[config.mk]
export PLATFORM = sky130hd
export DESIGN_NAME = dmem_port_arbiter
export DESIGN_NICKNAME = d
export VERILOG_FILES = /design/src/rtl/dmem_port_arbiter.sv
export SDC_FILE = /design/constraint.sdc
export NUM_CORES = 1
export LEC_CHECK = 0
export BUFFER_PORTS_ARGS = -buffer_cell sky130_fd_sc_hd__clkbuf_2
export CAP_MARGIN = 25
export CORE_UTILIZATION = 25
export CTS_BUF_LIST = sky130_fd_sc_hd__clkbuf_4 sky130_fd_sc_hd__clkbuf_8
export DETAILED_ROUTE_END_ITERATION = 10
export PLACE_DENSITY = 0.58
export SYNTH_ARGS = -nofsm -noshare
export SYNTH_HDL_FRONTEND = slang
export SYNTH_SLANG_ARGS = --single-unit
[constraint.sdc]
create_clock -name clock -period 3.8 [get_ports clock]
set_input_delay 0.19 -clock clock [delete_from_list [all_inputs] [get_ports clock]]
set_output_delay 0.19 -clock clock [all_outputs]
set_load 0.01 [all_outputs]
[src/rtl/dmem_port_arbiter.sv]
`default_nettype none
// ============================================================================
// Module   : dmem_port_arbiter
// Purpose  : Shares the data_memory port between the CPU and an AUX master,
//            one access at a time. Macro DMEM_ARB_RR_EN enables round-robin.
// Revision : 1.0  initial release
// ============================================================================
module dmem_port_arbiter #(
  parameter int ADDR_WIDTH = 32,
  parameter int DATA_WIDTH = 32,
  parameter int READ_LAT   = 1
) (
  input  logic                  clock,
  input  logic                  reset,
  input  logic                  cpu_req,
  input  logic                  cpu_we,
  input  logic [ADDR_WIDTH-1:0] cpu_addr,
  input  logic [DATA_WIDTH-1:0] cpu_wdata,
  input  logic [1:0]            cpu_size,
  input  logic                  cpu_sign,
  output logic                  cpu_gnt,
  output logic                  cpu_rvalid,
  output logic [DATA_WIDTH-1:0] cpu_rdata,
  output logic                  cpu_stall,
  input  logic                  aux_req,
  input  logic                  aux_we,
  input  logic [ADDR_WIDTH-1:0] aux_addr,
  input  logic [DATA_WIDTH-1:0] aux_wdata,
  input  logic [1:0]            aux_size,
  output logic                  aux_gnt,
  output logic                  aux_rvalid,
  output logic [DATA_WIDTH-1:0] aux_rdata,
  output logic [ADDR_WIDTH-1:0] mem_addr,
  output logic [DATA_WIDTH-1:0] mem_wdata,
  output logic                  mem_re,
  output logic                  mem_we,
  output logic [1:0]            mem_size,
  output logic                  mem_sign,
  input  logic [DATA_WIDTH-1:0] mem_rdata
);

  typedef enum logic [1:0] {
    IDLE  = 2'd0,
    ISSUE = 2'd1,
    WAIT  = 2'd2,
    RESP  = 2'd3
  } state_t;

  localparam logic [2:0] LAT_INIT = 3'(READ_LAT - 1);

  state_t                  state, state_nxt;
  logic [2:0]              lat_cnt, lat_cnt_nxt;
  logic                    owner_aux, owner_aux_nxt;
  logic                    we_l, we_l_nxt;
  logic [ADDR_WIDTH-1:0]   addr_nxt;
  logic [DATA_WIDTH-1:0]   wdata_nxt;
  logic [1:0]              size_nxt;
  logic                    sign_nxt;
  logic                    re_nxt, we_nxt;
  logic                    cpu_gnt_nxt, aux_gnt_nxt;
  logic                    cpu_rvalid_nxt, aux_rvalid_nxt;
  logic [DATA_WIDTH-1:0]   cpu_rdata_nxt, aux_rdata_nxt;
  logic                    pick_cpu;
  logic                    sel_we;

`ifdef DMEM_ARB_RR_EN
  // last_aux = 1 means AUX won the previous arbitration; a tie goes to the other side.
  logic last_aux, last_aux_nxt;

  assign pick_cpu = cpu_req & (~aux_req | last_aux);

  always_comb begin
    last_aux_nxt = last_aux;
    if (state == IDLE && (cpu_req | aux_req)) begin
      last_aux_nxt = ~pick_cpu;
    end
  end

  always_ff @(posedge clock) begin
    if (!reset) begin
      last_aux <= 1'b1;
    end else begin
      last_aux <= last_aux_nxt;
    end
  end
`else
  assign pick_cpu = cpu_req;
`endif

  assign sel_we = pick_cpu ? cpu_we : aux_we;

  // Stall clears in the grant cycle of a store and in the response cycle of a load.
  assign cpu_stall = reset & cpu_req & ~(cpu_gnt & we_l) & ~cpu_rvalid;

  always_comb begin
    state_nxt      = state;
    lat_cnt_nxt    = lat_cnt;
    owner_aux_nxt  = owner_aux;
    we_l_nxt       = we_l;
    addr_nxt       = mem_addr;
    wdata_nxt      = mem_wdata;
    size_nxt       = mem_size;
    sign_nxt       = mem_sign;
    re_nxt         = 1'b0;
    we_nxt         = 1'b0;
    cpu_gnt_nxt    = 1'b0;
    aux_gnt_nxt    = 1'b0;
    cpu_rvalid_nxt = 1'b0;
    aux_rvalid_nxt = 1'b0;
    cpu_rdata_nxt  = cpu_rdata;
    aux_rdata_nxt  = aux_rdata;
    case (state)
      IDLE: begin
        if (cpu_req | aux_req) begin
          owner_aux_nxt = ~pick_cpu;
          we_l_nxt      = sel_we;
          addr_nxt      = pick_cpu ? cpu_addr  : aux_addr;
          wdata_nxt     = pick_cpu ? cpu_wdata : aux_wdata;
          size_nxt      = pick_cpu ? cpu_size  : aux_size;
          sign_nxt      = pick_cpu & cpu_sign;
          re_nxt        = ~sel_we;
          we_nxt        = sel_we;
          cpu_gnt_nxt   = pick_cpu;
          aux_gnt_nxt   = ~pick_cpu;
          state_nxt     = ISSUE;
        end
      end
      ISSUE: begin
        if (we_l) begin
          state_nxt = IDLE;
        end else begin
          lat_cnt_nxt = LAT_INIT;
          state_nxt   = WAIT;
        end
      end
      WAIT: begin
        if (lat_cnt == 3'd0) begin
          if (owner_aux) begin
            aux_rdata_nxt  = mem_rdata;
            aux_rvalid_nxt = 1'b1;
          end else begin
            cpu_rdata_nxt  = mem_rdata;
            cpu_rvalid_nxt = 1'b1;
          end
          state_nxt = RESP;
        end else begin
          lat_cnt_nxt = lat_cnt - 3'd1;
        end
      end
      RESP: begin
        state_nxt = IDLE;
      end
      default: begin
        state_nxt = IDLE;
      end
    endcase
  end

  always_ff @(posedge clock) begin
    if (!reset) begin
      state      <= IDLE;
      lat_cnt    <= 3'd0;
      owner_aux  <= 1'b0;
      we_l       <= 1'b0;
      mem_addr   <= '0;
      mem_wdata  <= '0;
      mem_size   <= 2'b00;
      mem_sign   <= 1'b0;
      mem_re     <= 1'b0;
      mem_we     <= 1'b0;
      cpu_gnt    <= 1'b0;
      aux_gnt    <= 1'b0;
      cpu_rvalid <= 1'b0;
      aux_rvalid <= 1'b0;
      cpu_rdata  <= '0;
      aux_rdata  <= '0;
    end else begin
      state      <= state_nxt;
      lat_cnt    <= lat_cnt_nxt;
      owner_aux  <= owner_aux_nxt;
      we_l       <= we_l_nxt;
      mem_addr   <= addr_nxt;
      mem_wdata  <= wdata_nxt;
      mem_size   <= size_nxt;
      mem_sign   <= sign_nxt;
      mem_re     <= re_nxt;
      mem_we     <= we_nxt;
      cpu_gnt    <= cpu_gnt_nxt;
      aux_gnt    <= aux_gnt_nxt;
      cpu_rvalid <= cpu_rvalid_nxt;
      aux_rvalid <= aux_rvalid_nxt;
      cpu_rdata  <= cpu_rdata_nxt;
      aux_rdata  <= aux_rdata_nxt;
    end
  end

endmodule
`default_nettype wire
==> results.md <==
- The clock network fraction of design power is 0.338.
- The number of warnings printed during yosys synthesis is 0.
- The number of buffers created by CTS is 17.
- The arrival time of data at the critical path endpoint is 2.50 ns.
- The time the final worst path needs with I/O delays and setup is 2.186 ns.
- Based on the critical path, the design can be clocked at up to 0.4575 GHz.
- The portion of total power attributed to combinational logic is 0.195.
- The repair_antennas step left the layout with diodes totalling 0.
- For this run, the post-layout net count is 1090.
- The first routing iteration left 230 violations.
- The share of post-route cells with drive strength above 1 is 0.4284.
- After synthesis, the most frequently instantiated cells are dfxtp_1 (144), mux2i_1 (69), nand3_1 (66).
- The buffer depth of the longest clock path is 2.
- The endpoint kind of the worst setup timing path is a register.
- The setup path with the least slack is of type register to register.
- The global-route total usage across every layer is 0.1378.
- Setup repair after global routing left no endpoint under its margin.
- The worst setup slack before clock tree synthesis is 1.489 ns.
- The total via count in the routed design is 5528.
- The via density per instance is 4.429.
- The depth of the worst hold-timing path is 3.
- The number of remaining DRC errors is 0.
- Entering global routing, the biggest net connects 101 pins.
- When the netlist entered floorplanning its net count stood at 787.
- The y dimension of the die is 156.6 µm.
- The first global-routing pass estimated 26.10 mm of wire.
- The predominant post-synthesis flop cell is dfxtp_1.
- The share of synthesized area in the top cell type comes to 0.4827.
- Of the total power, the share spent switching nets is 0.3042.
- The worst supply voltage drop on vdd is 0.2226 mV.
- The most frequently used cell type in the post-synthesis netlist is dfxtp_1.
- On the final layout, the worst clock skew is 0.01906 ns.
- In this run, synthesis produced a sequential element count of 144.
- The worst setup slack for register-to-register paths is 1.61 ns.
- In this run the worst hold path is classified as input pin to register.
- The overall power after layout is 3.639 mW.
- The number of routed nets with antenna violations is 0.
- The area of all placed cells without fillers is 8354 µm².
- The HPWL after detailed placement is 11.71 mm.
- Setup violations remaining at the end of the flow were counted as 0.
- Along the worst path, the maximum fanout reaches 29.
- The worst endpoint required time is 4.11 ns.
- The endpoint with the worst hold slack is aux_rdata[3].
- The launch instance of the worst min-delay path is mem_rdata[3].
- The via count of the first global-routing pass is 5175.
- Input and output buffers added on the ports amount to 308.
- The part of the power in registers is 0.468.
- The internal power of the cells totals 2.532 mW.
- The count of H-tree levels built during CTS is 4.
- The worst hold slack is 0.06085 ns.
- The final routed wirelength across all metal layers is 17.00 mm.
- The placement row count is 56.
- After clock tree synthesis, the clock-pin slew on the worst setup and hold paths is 0.08 ns.
- Yosys mapped a number of flops with a built-in enable equal to 0.
- The count of clock tree sinks is 144.
- The weighted congestion reported at the end of routability-driven placement is 0.7268.
- The detailed-route wire length per cell is 13.62 µm.
- The tightest slew margin relative to the limit is 0.3653.
- The number of antenna violations at the first check in global routing is 0.
- The signed area change from the synthesized netlist to the final layout is 39.89%.
- In this run the critical register-to-register path is captured at cpu_rdata[15].
- The average size of a mapped cell is 9.726 µm².
- STA classifies the critical path startpoint as a register.
- Sorting the synthesized cells by area gives the leading types as dfxtp_1 (48%), mux2i_1 (12%), a211oi_1 (5.8%).
- For the final routed database, the setup TNS stands at 0 ns.
- The ratio of final minimum period to clock period is 0.5752.
- Summed over all nets, the switching power comes to 1.107 mW.
- The total standard cell area after synthesis is 5972 µm².
- The run finished with clean final reports.
- Clock latency on the worst-skew pair, taken at its later pin, is 0.44 ns.
- Global routing finished with a remaining overflow of 0.
- Once placement completed, the tool counted placed cells totaling 1185.
- The cell taking the most area after synthesis is dfxtp_1.
- The number of max-slew violations in the final report is 0.
- The number of endpoints with negative hold slack in the final report came to 0.
- After synthesis, the netlist uses 30 different library cells.
- Counting cells, the worst reg-to-reg path comes to 7.
- The share of flip-flops with an asynchronous set or reset after synthesis is 0.
- For this configuration, the core starts out at a cell density of 0.2544.
- The share of synthesized area occupied by flip-flops and latches is 0.4827.
- After the flow finishes, the layout carries non-filler instances totaling 1248.
- Setup slack closes at 1.614 ns.
- The area of placed instances is 7644 µm².
- At the pin with the least slew margin, the transition time is 0.9520 ns.
- The number of detailed-routing iterations run before antenna repair is 4.
- The max-cap violation count is 0.
- The gate count after technology mapping is 614.
- The total core area is 23470 µm².
- In this run the power density over the cells is 435.5 nW/µm².
- 309 I/O pins were placed.
- The tree is rooted in a clkbuf_8.
- Measured on the finished design, the core utilization comes to 0.3559.
- The floorplan step defined a die boundary enclosing 24510 µm².
- TritonCTS built the clock tree.
- The number of buffers added for setup after CTS is 0.
- The leakage power summed over all cells is 3.763 nW.
- The die is 156.6 µm wide.
- In this run the critical register-to-register path is launched from lat_cnt[0].
==> state kept, by name (all words and copies together), names as in the netlist, 2 cells and up, named ones only <==
name	count
mem_addr	32
aux_rdata	32
cpu_rdata	32
lat_cnt	3
mem_size	2
mem_wdata	32
==> area by class of cell <==
type                            instances  area [µm²]
Fill cell                            2440       15120
Clock inverter                         14       156.4
Sequential cell                       144        2883
Tap cell                              319       399.1
Multi-Input combinational cell        401        2734
Inverter                                4       16.27
Clock buffer                           17       234.0
Timing Repair Buffer                  349        1932
==> per-layer routing <==
metal / up-vias / track usage / wire length (µm)
li1: 2839 / - / -
met1: 2457 / 0.1599 / 7636
met2: 222 / 0.2428 / 8037
met3: 10 / 0.04348 / 1169
met4: 0 / 0.03688 / 155
met5: - / 0 / 0
==> layout by cell type (no fill, tap or decap), types with 2 or more instances in the layout <==
cell type	instances
a211oi_1	46
a211oi_2	25
a21oi_1	53
a21oi_2	19
buf_4	10
bufinv_16	2
clkbuf_2	306
clkbuf_8	17
clkinv_2	3
clkinv_4	2
clkinvlp_4	3
dfxtp_1	144
dlygate4sd3_1	32
ha_1	2
inv_1	3
inv_6	4
mux2i_1	69
nand2_1	34
nand2b_1	2
nand3_1	66
nor2_1	7
nor3_1	3
o21ai_0	63
o21ai_1	3
==> cell families after synthesis <==
family | after synthesis | share of synthesized area
AO/OA/AOI/OAI | 211 | 0.2403
adder cells (fa/ha/maj) | 2 | 0.004190
buffers and inverters | 69 | 0.06139
flip-flops | 144 | 0.4827
multiplexers | 69 | 0.1157
AND/OR/NAND/NOR | 119 | 0.09575
==> power groups by stage <==
stage	clock network, mW	registers [mW]	logic (mW)
4_1_cts	1.28	1.70	0.722
3_3_place_gp	0	1.74	0.689
3_5_place_dp	0	1.74	0.697
2_1_floorplan	0	1.78	0.383
5_1_grt	1.35	1.72	0.781
6_report	1.23	1.70	0.708
==> critical path: stages (launching register included) <==
cell,delay [ns]
dfxtp_1,0.33
inv_1,0.06
ha_1,0.15
ha_1,0.24
nand4bb_2,0.59
buf_4,0.47
nand3_1,0.11
o21ai_0,0.10
==> how the worst max path moves through the flow <==
stage               startpoint       endpoint  depth (start not counted)
finish              lat_cnt[0]  cpu_rdata[15]                          7
global placement       cpu_req   mem_wdata[2]                          5
global route        lat_cnt[1]  cpu_rdata[15]                          7
CTS                 lat_cnt[0]  cpu_rdata[15]                          7
floorplan           lat_cnt[0]   aux_rdata[0]                          7
detailed placement     cpu_req  mem_wdata[14]                          5
==> repair_timing <==
| action | 4_1_cts | 5_1_grt |
|---|---|---|
| resized for setup | 0 | 0 |
| hold buffers | 31 | 1 |
| endpoints found under the hold margin | 57 | 1 |
| setup endpoints to repair | 0 | 0 |
No activity file was read; power rests on OpenSTA's default activity.
